`src/rtl/keypad_scan_if.sv`:
```
// Keypad-side and control-side signals of the charge-phone keypad scanner.
// The master side drives the columns and the decoded key outputs.
interface keypad_scan_if;
  logic [3:0] row_n;
  logic [3:0] col_n;
  logic       startSet;
  logic [4:0] num;
  logic       start;
  logic       clear;
  logic       enter;

  modport master (
    input  row_n,
    output col_n, startSet, num, start, clear, enter
  );

  modport slave (
    output row_n,
    input  col_n, startSet, num, start, clear, enter
  );
endinterface

```
`src/rtl/keypad_scan.sv`:
```
// 4x4 active-low keypad scanner: synchronises rows, scans columns, debounces whole
// frames and emits one startSet strobe plus decoded key per accepted press.
module keypad_scan #(
  parameter int unsigned SCAN_DIV   = 4,
  parameter int unsigned DEBOUNCE   = 3,
  parameter int unsigned STROBE_LEN = 5
) (
  input  logic          CLK,
  input  logic          RST,
  keypad_scan_if.master kp
);

  localparam int unsigned SlotW = $clog2(SCAN_DIV);
  localparam int unsigned CntW  = $clog2(DEBOUNCE + 1);
  localparam int unsigned StrW  = $clog2(STROBE_LEN + 1);

  typedef enum logic [1:0] {StIdle, StPressDb, StHeld, StRelDb} state_e;

  logic [3:0]       sync1_q, sync2_q;
  logic [SlotW-1:0] slot_q;
  logic [1:0]       col_q;
  // Column tag {last-clock-of-slot, column} travels alongside the row synchroniser
  // so each synced sample is attributed to the column that produced it.
  logic [2:0]       tag1_q, tag2_q;
  logic [15:0]      hits_q, hits_now;
  logic             sample, frame_done, fr_none, fr_single;
  logic [3:0]       fr_code;

  state_e           state_q;
  logic [CntW-1:0]  cnt_q;
  logic [3:0]       cand_q;
  logic             strobe_q;
  logic [StrW-1:0]  str_cnt_q;
  logic [3:0]       num_q;
  logic             start_q, clear_q, enter_q;

  logic             key_valid, key_digit;
  logic [3:0]       key_num;
  logic [2:0]       key_flag;

  always_ff @(posedge CLK) begin
    if (RST) begin
      sync1_q <= 4'hF;
      sync2_q <= 4'hF;
      slot_q  <= '0;
      col_q   <= '0;
      tag1_q  <= '0;
      tag2_q  <= '0;
      hits_q  <= '0;
    end else begin
      sync1_q <= kp.row_n;
      sync2_q <= sync1_q;
      tag1_q  <= {slot_q == SlotW'(SCAN_DIV - 1), col_q};
      tag2_q  <= tag1_q;
      if (slot_q == SlotW'(SCAN_DIV - 1)) begin
        slot_q <= '0;
        col_q  <= col_q + 2'd1;
      end else begin
        slot_q <= slot_q + SlotW'(1);
      end
      if (sample) hits_q <= frame_done ? '0 : hits_now;
    end
  end

  always_comb begin
    sample     = tag2_q[2];
    frame_done = sample && (tag2_q[1:0] == 2'd3);
    hits_now   = hits_q;
    if (sample) begin
      for (int r = 0; r < 4; r++) begin
        if (!sync2_q[r]) hits_now[r*4 + int'(tag2_q[1:0])] = 1'b1;
      end
    end
    fr_none   = (hits_now == '0);
    fr_single = $onehot(hits_now);
    fr_code   = '0;
    for (int i = 0; i < 16; i++) begin
      if (hits_now[i]) fr_code = 4'(i);
    end
  end

  // Row 3 holds '*', '0', '#' and an unused key; only '0' produces output.
  always_comb begin
    key_valid = 1'b0;
    key_digit = 1'b0;
    key_num   = '0;
    key_flag  = '0;
    if (cand_q[3:2] != 2'd3) begin
      key_valid = 1'b1;
      if (cand_q[1:0] != 2'd3) begin
        key_digit = 1'b1;
        key_num   = 4'(cand_q[3:2]) * 4'd3 + 4'(cand_q[1:0]) + 4'd1;
      end else begin
        key_flag = 3'b100 >> cand_q[3:2];
      end
    end else if (cand_q[1:0] == 2'd1) begin
      key_valid = 1'b1;
      key_digit = 1'b1;
    end
  end

  always_ff @(posedge CLK) begin
    if (RST) begin
      state_q   <= StIdle;
      cnt_q     <= '0;
      cand_q    <= '0;
      strobe_q  <= 1'b0;
      str_cnt_q <= '0;
      num_q     <= '0;
      start_q   <= 1'b0;
      clear_q   <= 1'b0;
      enter_q   <= 1'b0;
    end else begin
      if (strobe_q) begin
        if (str_cnt_q == StrW'(STROBE_LEN - 1)) strobe_q <= 1'b0;
        else str_cnt_q <= str_cnt_q + StrW'(1);
      end
      if (frame_done) begin
        unique case (state_q)
          StIdle: begin
            if (fr_single) begin
              state_q <= StPressDb;
              cand_q  <= fr_code;
              cnt_q   <= CntW'(1);
            end
          end
          StPressDb: begin
            if (fr_single && fr_code == cand_q) begin
              if (cnt_q >= CntW'(DEBOUNCE - 1)) begin
                state_q <= StHeld;
                cnt_q   <= '0;
                if (key_valid) begin
                  strobe_q  <= 1'b1;
                  str_cnt_q <= '0;
                  if (key_digit) num_q <= key_num;
                  {start_q, clear_q, enter_q} <= key_flag;
                end
              end else begin
                cnt_q <= cnt_q + CntW'(1);
              end
            end else if (fr_single) begin
              cand_q <= fr_code;
              cnt_q  <= CntW'(1);
            end else begin
              state_q <= StIdle;
              cnt_q   <= '0;
            end
          end
          StHeld: begin
            if (fr_none) begin
              state_q <= StRelDb;
              cnt_q   <= CntW'(1);
            end
          end
          StRelDb: begin
            if (!fr_none) begin
              state_q <= StHeld;
              cnt_q   <= '0;
            end else if (cnt_q >= CntW'(DEBOUNCE - 1)) begin
              state_q <= StIdle;
              cnt_q   <= '0;
            end else begin
              cnt_q <= cnt_q + CntW'(1);
            end
          end
          default: state_q <= StIdle;
        endcase
      end
    end
  end

  assign kp.col_n    = ~(4'b0001 << col_q);
  assign kp.startSet = strobe_q;
  assign kp.num      = {1'b0, num_q};
  assign kp.start    = start_q;
  assign kp.clear    = clear_q;
  assign kp.enter    = enter_q;

endmodule

```
`src/flat_wrapper.sv`:
```
// flat-port wrapper written by rule: the top's interface ports become plain ports
module keypad_scan_flat 
#(
  parameter int unsigned SCAN_DIV   = 4,
  parameter int unsigned DEBOUNCE   = 3,
  parameter int unsigned STROBE_LEN = 5
)
  (CLK, RST, kp_row_n, kp_col_n, kp_startSet, kp_num, kp_start, kp_clear, kp_enter);
  keypad_scan_if kp_i ();
  input  logic CLK;
  input  logic RST;
  input wire logic [$bits(kp_i.row_n)-1:0] kp_row_n;
  output wire logic [$bits(kp_i.col_n)-1:0] kp_col_n;
  output wire logic [$bits(kp_i.startSet)-1:0] kp_startSet;
  output wire logic [$bits(kp_i.num)-1:0] kp_num;
  output wire logic [$bits(kp_i.start)-1:0] kp_start;
  output wire logic [$bits(kp_i.clear)-1:0] kp_clear;
  output wire logic [$bits(kp_i.enter)-1:0] kp_enter;
  assign kp_i.row_n = kp_row_n;
  assign kp_col_n = kp_i.col_n;
  assign kp_startSet = kp_i.startSet;
  assign kp_num = kp_i.num;
  assign kp_start = kp_i.start;
  assign kp_clear = kp_i.clear;
  assign kp_enter = kp_i.enter;
  keypad_scan #(.SCAN_DIV(SCAN_DIV), .DEBOUNCE(DEBOUNCE), .STROBE_LEN(STROBE_LEN)) u_core (.CLK(CLK), .RST(RST), .kp(kp_i));
endmodule
```
`config.mk`:
```
export PLATFORM = sky130hd
export DESIGN_NAME = keypad_scan_flat
export DESIGN_NICKNAME = d
export VERILOG_FILES = /design/src/rtl/keypad_scan_if.sv /design/src/rtl/keypad_scan.sv /design/src/flat_wrapper.sv
export SDC_FILE = /design/constraint.sdc
export NUM_CORES = 1
export LEC_CHECK = 0
export BUFFER_PORTS_ARGS = -buffer_cell sky130_fd_sc_hd__buf_2
export CAP_MARGIN = 25
export CELL_PAD_IN_SITES_DETAIL_PLACEMENT = 1
export CELL_PAD_IN_SITES_GLOBAL_PLACEMENT = 2
export CORE_ASPECT_RATIO = 1.4
export CORE_MARGIN = 1
export CORE_UTILIZATION = 39
export DETAILED_ROUTE_END_ITERATION = 8
export GPL_ROUTABILITY_DRIVEN = 0
export PLACE_DENSITY_LB_ADDON = 0.1
export REMOVE_ABC_BUFFERS = 1
export SLEW_MARGIN = 20
export SYNTH_ARGS = -nofsm -noshare
export SYNTH_HDL_FRONTEND = slang
export SYNTH_SLANG_ARGS = --single-unit
```
`constraint.sdc`:
```
create_clock -name CLK -period 6.61 [get_ports CLK]
set_input_delay 0.9915 -clock CLK [delete_from_list [all_inputs] [get_ports CLK]]
set_output_delay 0.9915 -clock CLK [all_outputs]
set_load 0.05 [all_outputs]
```
Word-level counts from Yosys, hierarchy flattened
Index checks and enable logic that the tools add are counted.

operators by class
  $add $sub $neg = 24
  multiply operators = 1
  magnitude comparators = 9
  equality and inequality tests = 17
  shifts and indexed selects = 2
  multiplexer cells = 71
  bitwise gates (word level) = 5
  reduce and logical (&&, ||, !) cells = 15

operators by type and width
  kind                                                                     number
  16-bit 2-to-1 mux                                                        9
  32-bit by 1-bit >= comparator with 1-bit output (second input constant)  3
  32-bit by 6-bit < comparator with 1-bit output (second input constant)   3
  4-bit 2-to-1 mux                                                         12
  16-bit OR                                                                3
  3-bit 2-to-1 mux                                                         13
  5-bit adder                                                              7
  2-bit 2-to-1 mux                                                         13
  1-bit 2-to-1 mux                                                         17
  1-bit by 1-bit adder with 2-bit output                                   8
  16-bit logical NOT                                                       1
  16-bit by 4-bit OR with 16-bit output                                    1
  2-bit one-hot mux with 4 select lines                                    2
  1-bit demux with 4-bit select                                            3
  6-bit AND reduction                                                      2
  4-bit by 2-bit adder with 5-bit output (first input constant)            2
  3-bit inequality test (second input constant)                            3
  2-bit == test (second input constant)                                    4
  4-bit one-hot mux with 2 select lines                                    1
  2-bit by 1-bit adder with 2-bit output (second input constant)           3
  1-bit logical AND                                                        6
  2-bit inequality test (second input constant)                            3
  3-bit AND reduction                                                      2
  5-bit by 1-bit == test with 1-bit output (second input constant)         1
  other kinds (20)                                                         22

storage, ports and cells
  bits in registers = 53
  bits of input ports = 6
  output and inout bits = 13
  word-level logic and storage cells = 160

Logic depth before layout (Yosys ltp)
Gate-level depths: netlist (run 1).

  depth in word-level cells = 36
  mapped depth = 22
  depth with buffers taken out = 21

Least setup slack after synthesis (run 1)
No wires, ideal clock.

  path type = register -> register
  from = register u_core.tag2_q[2]
  to = register u_core.num_q[2]
  library setup time = 128 ps
  arrival time = 5393 ps
  required time = 6482 ps
  path slack = 1089 ps
  cell stages (with the launch flop) = 19
  path buffers = 0
  period minus slack after synthesis = 5521 ps
  cells stage by stage = dfxtp_1 -> or3b_1 -> o21bai_1 -> ha_1 -> inv_1 -> fa_1 -> fa_1 -> fa_1 -> inv_1 -> fa_1 -> ha_1 -> fa_1 -> nor4b_1 -> o21ai_0 -> nor4b_1 -> o2111a_1 -> nor4b_4 -> mux2i_1 -> nor2_1

between the ends
  word-level cells in the longest chain between the ends = 19
  elaborated cells on any way between the ends = 36
  classes of those cells = add/sub: 15; eq/ne: 2; mux: 16; reduce/logical: 3

ends and longest elaborated chain
  element                                                               line                text
  start, declared                                                       keypad_scan.sv:24   logic [2:0] tag1_q, tag2_q;
  start signal, assigned                                                keypad_scan.sv:54   tag2_q <= tag1_q;
  parallel branches: the longest is 18 deep, another holds 5-bit adder  n/a
  6-bit AND reduction (no line) (*)                                     n/a
  end signal, assigned                                                  keypad_scan.sv:135  if (key_digit) num_q <= key_num;
  end, declared                                                         keypad_scan.sv:34   logic [3:0] num_q;

Every way passes the cells marked *.
A chain may end at the register's enable or synchronous reset.

Worst setup path after layout (run 1)
  from = register u_core.tag2_q[0]
  to = register u_core.num_q[2]

between the ends
  word-level cells in the longest chain between the ends = 34
  elaborated cells on any way between the ends = 71
  classes of those cells = add/sub: 18; order compare: 8; eq/ne: 3; mux: 31; bitwise: 4; reduce/logical: 7

ends and longest elaborated chain
  element
  parallel branches: the longest is 33 deep, another holds 32-bit by 1-bit >= comparator with 1-bit output
  6-bit AND reduction (no line) (*)

Every way passes the cells marked *. The select of a mux whose other input is x is not followed.

==> metrics.md, run 1 <==
| Metric | Value |
|---|---|
| Multi-input gate area | `0.00202 mm²` |
| RSZ-0062 raised after global routing | `false` |
| DR vias | `2546` |
| Synth-to-layout area growth | `10.8%` |
| Synth cell count leaders | `dfxtp_1 (53), inv_1 (52), ha_1 (35), nor2_1 (32), a21oi_1 (17)` |
| Share of power burned in registers | `52.0%` |
| Count leader, synth | `dfxtp_1` |
| Status | `finished clean` |
| Antenna violations before repair | `0` |
| Critical path required time | `6780 ps` |
| Maximum operating frequency | `0.164 GHz` |
| Post-Route Utilization | `44.9%` |
| Yosys cell types | `67` |
| Filler cells | `986` |
| Worst-path clk slew | `70 ps` |
| Setup crit end kind | `flip-flop` |
| Final hold violations | `0` |
| Crit-path slowest cell | `fa_1` |
| CP cell instances | `or3b_1 -> o21bai_2 -> inv_1 -> ha_1 -> inv_1 -> fa_1 -> fa_1 -> fa_1 -> inv_1 -> fa_1 -> ha_1 -> fa_1 -> nor4b_1 -> o21ai_0 -> nor4b_1 -> o2111a_1 -> nor4b_4 -> buf_4 -> mux2i_1 -> nor2_1` |
| Antenna Violating Nets Remaining | `0` |
| Reg2Reg Depth | `20` |
| Async set-reset flop share out of synthesis | `0%` |
| RR Startpoint | `u_core.tag2_q[0]$_SDFF_PP0_` |
| Logic pwr share | `4.2%` |
| Final Skew | `9.09 ps` |
| Synth Cell Area | `0.00334 mm²` |
| CTS Buf Count | `5` |
| Top-area cell type share of the netlist area | `31.7%` |
| Most common cell on crit path | `fa_1` |
| Final Slew Violations | `0` |
| Crit path arrival time | `6280 ps` |
| R2R setup slack | `500 ps` |
| Port bufs | `17` |
| Final worst path period share | `92.4%` |
| P_sw | `146 µW` |
| H-tree Lvls | `2` |
| Sum Neg Setup Slack | `0 ps` |
| Post-synth EDFFs | `0` |
| Int Power | `486 µW` |
| Initial DRT Pass Iterations | `4` |
| Clk_lat worst skew | `300 ps` |
| Largest net degree at the start of global routing | `36` |
| Die height | `112 µm` |
| Critical path endpoint | `u_core.num_q[2]$_SDFFE_PP0P_` |
| Avg WL per Cell | `16.5 µm` |
| IO Count | `19` |
| Tot GR Track Use | `19.4%` |
| Vias in the first global route | `2662` |
| Global-route wire length before repair | `13.1 mm` |
| Total core area | `0.00825 mm²` |
| Antenna Cells | `0` |
| Syn_area_per_cell | `9.24 µm²` |
| Die W | `80.3 µm` |
| #FFs+latches synth | `53` |
| DP HPWL | `6.35 mm` |
| Post-synthesis sequential area ratio | `31.7%` |
| Total power divided by cell area | `170 mW/mm²` |
| Final hold slack | `402 ps` |
| Storage element area | `0.00106 mm²` |
| Layout Nets | `436` |
| Starting Density | `40.6%` |
| Syn Inst Count | `362` |
| Peak VDD IR | `0.000164 V` |
| Power share of the clock group | `43.7%` |
| Initial DRC count | `106` |
| Max_cap viols | `0` |
| Drt total wl | `7.99 mm` |
| DRC violations left | `0` |
| Max-slew headroom | `59.1%` |
| Overall die area | `0.00896 mm²` |
| Worst r2r dst | `u_core.num_q[2]$_SDFFE_PP0P_` |
| Clock period minus worst slack | `6110 ps` |
| Switching Share | `23.1%` |
| Top cell type by total area after synthesis | `dfxtp_1` |
| Ys Warns | `0` |
| Worst Max-Slew Pin Slew | `608 ps` |
| Worst Hold Class | `reg2reg` |
| Clock Sinks | `53` |
| CTS max path bufs | `2` |
| Synth area leaders | `dfxtp_1 (32%), ha_1 (13%), fa_1 (7.8%)` |
| Final setup viols | `0` |
| Worst Path Max Fanout | `12` |
| Core Rows | `39` |
| Worst setup path startpoint | `u_core.tag2_q[0]$_SDFF_PP0_` |
| CTS root buf | `clkbuf_16` |
| LEAKAGE | `1.62 nW` |
| CTS tree | `done` |
| Worst path max stage delay | `550 ps` |
| Grt total ovfl | `0` |
| Crit Path Class | `reg2reg` |
| Synth Flop Type | `dfxtp_1` |
| Vias/cell | `5.25` |
| Layout cells sized above 1 | `15.4%` |
| Element type at the critical path start | `flip-flop` |
final cells by class:
cell class	instances	share of cell area [%]
sequential	53	28.7
tap	102	3.44
clock inverter	2	0.439
clock buffer	6	3.75
inverter	53	5.37
timing repair buffer	24	3.71
multi-input combinational	245	54.6
how the worst min path moves through the flow:
stage	startpoint	endpoint	cells after the start
final	u_core.sync1_q[1]$_SDFF_PP1_	u_core.sync2_q[1]$_SDFF_PP1_	1
after global routing	u_core.sync1_q[1]$_SDFF_PP1_	u_core.sync2_q[1]$_SDFF_PP1_	1
after CTS	u_core.sync1_q[1]$_SDFF_PP1_	u_core.sync2_q[1]$_SDFF_PP1_	1
after detailed placement	u_core.sync1_q[2]$_SDFF_PP1_	u_core.sync2_q[2]$_SDFF_PP1_	1
after global placement	u_core.sync1_q[0]$_SDFF_PP1_	u_core.sync2_q[0]$_SDFF_PP1_	1
after floorplan	u_core.sync1_q[0]$_SDFF_PP1_	u_core.sync2_q[0]$_SDFF_PP1_	1
through the flow:
step | worst slack, ps | cells | total power [mW] | cell area (µm²)
2_1_floorplan | 725 | 351 | 0.352 | 3280
3_3_place_gp | 456 | 473 | 0.363 | 3510
3_5_place_dp | 237 | 473 | 0.364 | 3510
4_1_cts | 198 | 481 | 0.644 | 3670
5_1_grt | 4.11 | 485 | 0.658 | 3710
6_report | 500 | 485 | 0.632 | 3710
cells by family (layout without fill, tap and decap cells):
family,after synthesis,in the layout,synth area share (%)
xor+xnor,3,3,0.786
buf+inv,64,85,7.89
flops,53,53,31.7
mux,5,5,1.50
simple gates,122,122,22.4
compound gates,66,66,14.7
fa+ha+maj,48,48,20.9
other cells,1,1,0.112
routing by layer:
| metal | wire length (µm) | track usage (%) | share of wire (%) | up-vias |
|---|---|---|---|---|
| met2 | 4490 | 37.1 | 56 | 21 |
| met1 | 3220 | 20.9 | 40 | 1238 |
| li1 | - | - | - | 1277 |
| met5 | 0 | 0 | 0 | - |
| met4 | 173 | 7.62 | 2.2 | 0 |
| met3 | 112 | 2.54 | 1.4 | 10 |
registers in the layout, summed over array words and instances, names as in the netlist, 2 cells and up:
name and cells:
u_core.hits_q 16, u_core.cand_q 4, u_core.num_q 4, u_core.sync1_q 4
u_core.sync2_q 4, u_core.str_cnt_q 3, u_core.tag1_q 3, u_core.tag2_q 3
u_core.cnt_q 2, u_core.col_q 2, u_core.slot_q 2, u_core.state_q 2
cells in the final DEF (no fill, tap or decap), drive strengths merged, types with 4 or more instances in the layout:
cell	instances
a211oi	5
a21oi	18
a31oi	5
and3	7
buf	24
clkbuf	6
dfxtp	53
fa	13
ha	35
inv	54
mux2i	5
nand2	5
nand2b	7
nand3	10
nand4	5
nor2	32
nor2b	5
nor3	14
nor3b	5
nor4b	5
o21ai	10
o21bai	6
o221ai	4
or2	10
critical path, delay by kind of cell, from the launching register on:
kind                     cells  cell delay (ps)
AO/OA/AOI/OAI                3              690
adder cells (fa/ha/maj)      7             2870
buffers and inverters        4              370
flip-flops                   1              470
multiplexers                 1              180
AND/OR/NAND/NOR              5             1380
power by group through the flow:
stage          registers, mW  clock network, mW  logic, mW
3_5_place_dp           0.336                  0     0.0275
3_3_place_gp           0.336                  0     0.0272
5_1_grt                0.329              0.299     0.0301
2_1_floorplan          0.335                  0     0.0175
4_1_cts                0.329              0.288     0.0277
6_report               0.329              0.276     0.0268
what timing repair did:
action | CTS | global route
setup endpoints to repair | 0 | 12
hold buffers | 0 | 0
buffers inserted | 0 | 4
resized for setup | 0 | 3
Note: power is estimated with default switching activity, not from simulation.
==> inputs of run 2 (changes only) <==
Settings changed: CORE_UTILIZATION 39 to 42, HOLD_SLACK_MARGIN set to 0.1.
Clock period 6.61 ns to 7.3 ns, I/O delays scaled along.
==> metrics.md, run 2 (synthesis gave the netlist of run 1 again) <==
| Metric | Value |
|---|---|
| Status | `finished clean` |
| Final setup viols | `0 (unchanged)` |
| Final worst path period share | `86.5% (-5.9 points)` |
| Clock period minus worst slack | `6320 ps (+206 ps)` |
| Overall die area | `0.00833 mm² (-7.0%)` |
| Initial DRC count | `113 (+6.6%)` |
| Port bufs | `17 (unchanged)` |
| Reg2Reg Depth | `19 (-5.0%)` |
| Grt total ovfl | `0 (unchanged)` |
| Avg WL per Cell | `16.2 µm (-2.0%)` |
| H-tree Lvls | `2 (unchanged)` |
| LEAKAGE | `1.56 nW (-3.7%)` |
| Multi-input gate area | `0.00202 mm² (-0.19%)` |
| CTS tree | `done` |
| Starting Density | `43.2% (+2.6 points)` |
| Worst slack, placed | `901 ps (+665 ps)` |
| Vias/cell | `5.28 (+0.64%)` |
| Min-Delay Endpoint | `u_core.sync2_q[2]$_SDFF_PP1_` |
| Layout cells sized above 1 | `13.3% (-2.1 points)` |
| Crit Path Class | `reg2reg` |
| Vias in the first global route | `2594 (-2.6%)` |
| Worst path top cell family by delay | `adder cells` |
| Antenna Violating Nets Remaining | `0 (unchanged)` |
| Clk_lat worst skew | `330 ps (+30 ps)` |
| Filler cells | `921 (-6.6%)` |
| Max_cap viols | `0 (unchanged)` |
| IO Count | `19 (unchanged)` |
| Core Rows | `38 (-2.6%)` |
| CTS max path bufs | `2 (unchanged)` |
| Die height | `108 µm (-3.6%)` |
| CP cell instances | `nand3_2 -> o21bai_1 -> inv_1 -> ha_1 -> inv_1 -> fa_1 -> inv_1 -> fa_1 -> fa_1 -> fa_1 -> ha_1 -> fa_1 -> nor4b_1 -> o21ai_0 -> nor4b_1 -> o2111a_1 -> nor4b_4 -> nand3_1 -> a21oi_1` |
| Hold depth | `1 (unchanged)` |
| Maximum operating frequency | `0.158 GHz (-3.3%)` |
| Initial DRT Pass Iterations | `4 (unchanged)` |
| RSZ-0062 raised after global routing | `false` |
| Synth-to-layout area growth | `7.63%` |
| Worst Hold Class | `reg2reg` |
| Final worst slack | `983 ps (+484 ps)` |
| Worst r2r dst | `u_core.kp.enter$_SDFFE_PP0P_` |
| Tot GR Track Use | `20.1% (+0.65 points)` |
| Placed inst area | `0.00350 mm² (-0.50%)` |
| Setup crit end kind | `flip-flop` |
| Worst-path clk slew | `110 ps (+40 ps)` |
| Post-CTS Resized | `0 (unchanged)` |
| Drt total wl | `7.71 mm (-3.6%)` |
| Final Cell Area | `0.00360 mm² (-2.9%)` |
| Final hold violations | `0 (unchanged)` |
| Element type at the critical path start | `flip-flop` |
| Min-delay src | `u_core.sync1_q[2]$_SDFF_PP1_` |
| Hold-fix buffers, CTS | `0 (unchanged)` |
| Total power divided by cell area | `140 mW/mm² (-18%)` |
| Leading cell types in the layout, fill and taps excluded | `dfxtp_1 (53), inv_1 (52), ha_1 (35)` |
| Die W | `77.4 µm (-3.6%)` |
| Peak VDD IR | `0.000115 V (-30%)` |
| Clock Sinks | `53 (unchanged)` |
| DR vias | `2520 (-1.0%)` |
| CTS Buf Count | `5 (unchanged)` |
| Global-route wire length before repair | `12.8 mm (-2.8%)` |
| RR Startpoint | `u_core.tag2_q[1]$_SDFF_PP0_` |
| CTS root buf | `clkbuf_8` |
| Final Skew | `13.0 ps (+3.93 ps)` |
| Crit path arrival time | `6580 ps (+300 ps)` |
| Sum Neg Setup Slack | `0 ps (unchanged)` |
| Max reg flops | `16 (unchanged)` |
| Worst path max stage delay | `690 ps (+140 ps)` |
| Max-slew headroom | `59.1% (about the same)` |
| Worst Max-Slew Pin Slew | `608 ps (-0.119 ps)` |
| # Post-CTS Setup Buffers | `0 (unchanged)` |
| Buf/Inv on CP | `3 (-1)` |
| Most common cell after layout, fill and taps aside | `dfxtp_1` |
| DP HPWL | `6.26 mm (-1.6%)` |
| Most common cell on crit path | `fa_1` |
| Critical path required time | `7560 ps (+780 ps)` |
| Layout Nets | `430 (-1.4%)` |
| Final Slew Violations | `0 (unchanged)` |
| Total core area | `0.00775 mm² (-6.0%)` |
| Top reg by flops | `u_core.hits_q` |
| Crit-path slowest cell | `dfxtp_1` |
| Worst Path Max Fanout | `15 (+3)` |
| Antenna violations before repair | `0 (unchanged)` |
| Largest net degree at the start of global routing | `36 (unchanged)` |
| Antenna Cells | `0 (unchanged)` |
| DRC violations left | `0 (unchanged)` |
| Storage element area | `0.00106 mm² (-0.24%)` |
| R2R setup slack | `980 ps (+480 ps)` |
-- run 2: how the worst max path moves through the flow --
stage | slack [ps] | cells past startpoint | from | endpoint
after floorplan | 1420 | 18 | u_core.tag2_q[2]$_SDFF_PP0_ | u_core.num_q[2]$_SDFFE_PP0P_
after global placement | 1050 | 18 | u_core.tag2_q[1]$_SDFF_PP0_ | u_core.kp.enter$_SDFFE_PP0P_
after detailed placement | 900 | 18 | u_core.tag2_q[1]$_SDFF_PP0_ | u_core.kp.enter$_SDFFE_PP0P_
after CTS | 860 | 18 | u_core.tag2_q[1]$_SDFF_PP0_ | u_core.kp.enter$_SDFFE_PP0P_
after global routing | 410 | 19 | u_core.tag2_q[1]$_SDFF_PP0_ | u_core.kp.clear$_SDFFE_PP0P_
final | 980 | 19 | u_core.tag2_q[1]$_SDFF_PP0_ | u_core.kp.enter$_SDFFE_PP0P_
-- run 2: layout make-up --
cell class / count / share of cell area (%)
timing repair buffer: 18 / 2.57
clock inverter: 3 / 0.938
clock buffer: 5 / 1.91
tap: 100 / 3.48
multi-input combinational: 245 / 56.1
inverter: 53 / 5.53
sequential: 53 / 29.5
-- run 2: layer usage --
layer | vias up | wire length, µm | share of wire (%) | GRT usage, %
li1 | 1259 | - | - | -
met1 | 1228 | 3160 | 41 | 21.8
met2 | 23 | 4260 | 55 | 39.0
met3 | 10 | 103 | 1.3 | 2.29
met4 | 0 | 180 | 2.3 | 7.82
met5 | - | 0 | 0 | 0
-- run 2: power breakdown --
part | internal [mW] | total [mW] | switching, mW
clock | 0.0717 | 0.182 | 0.111
combinational | 0.00820 | 0.0242 | 0.0160
sequential | 0.294 | 0.297 | 0.00371
-- run 2: metrics by stage --
stage / std cells / total power [mW] / utilization [%] / hold slack (ps)
2_1_floorplan: 351 / 0.319 / - / 389
3_3_place_gp: 469 / 0.328 / 45.1 / 393
3_5_place_dp: 469 / 0.329 / 45.1 / 397
4_1_cts: 477 / 0.513 / 46.4 / 425
5_1_grt: 477 / 0.526 / 46.4 / 435
6_report: 477 / 0.504 / 46.4 / 421
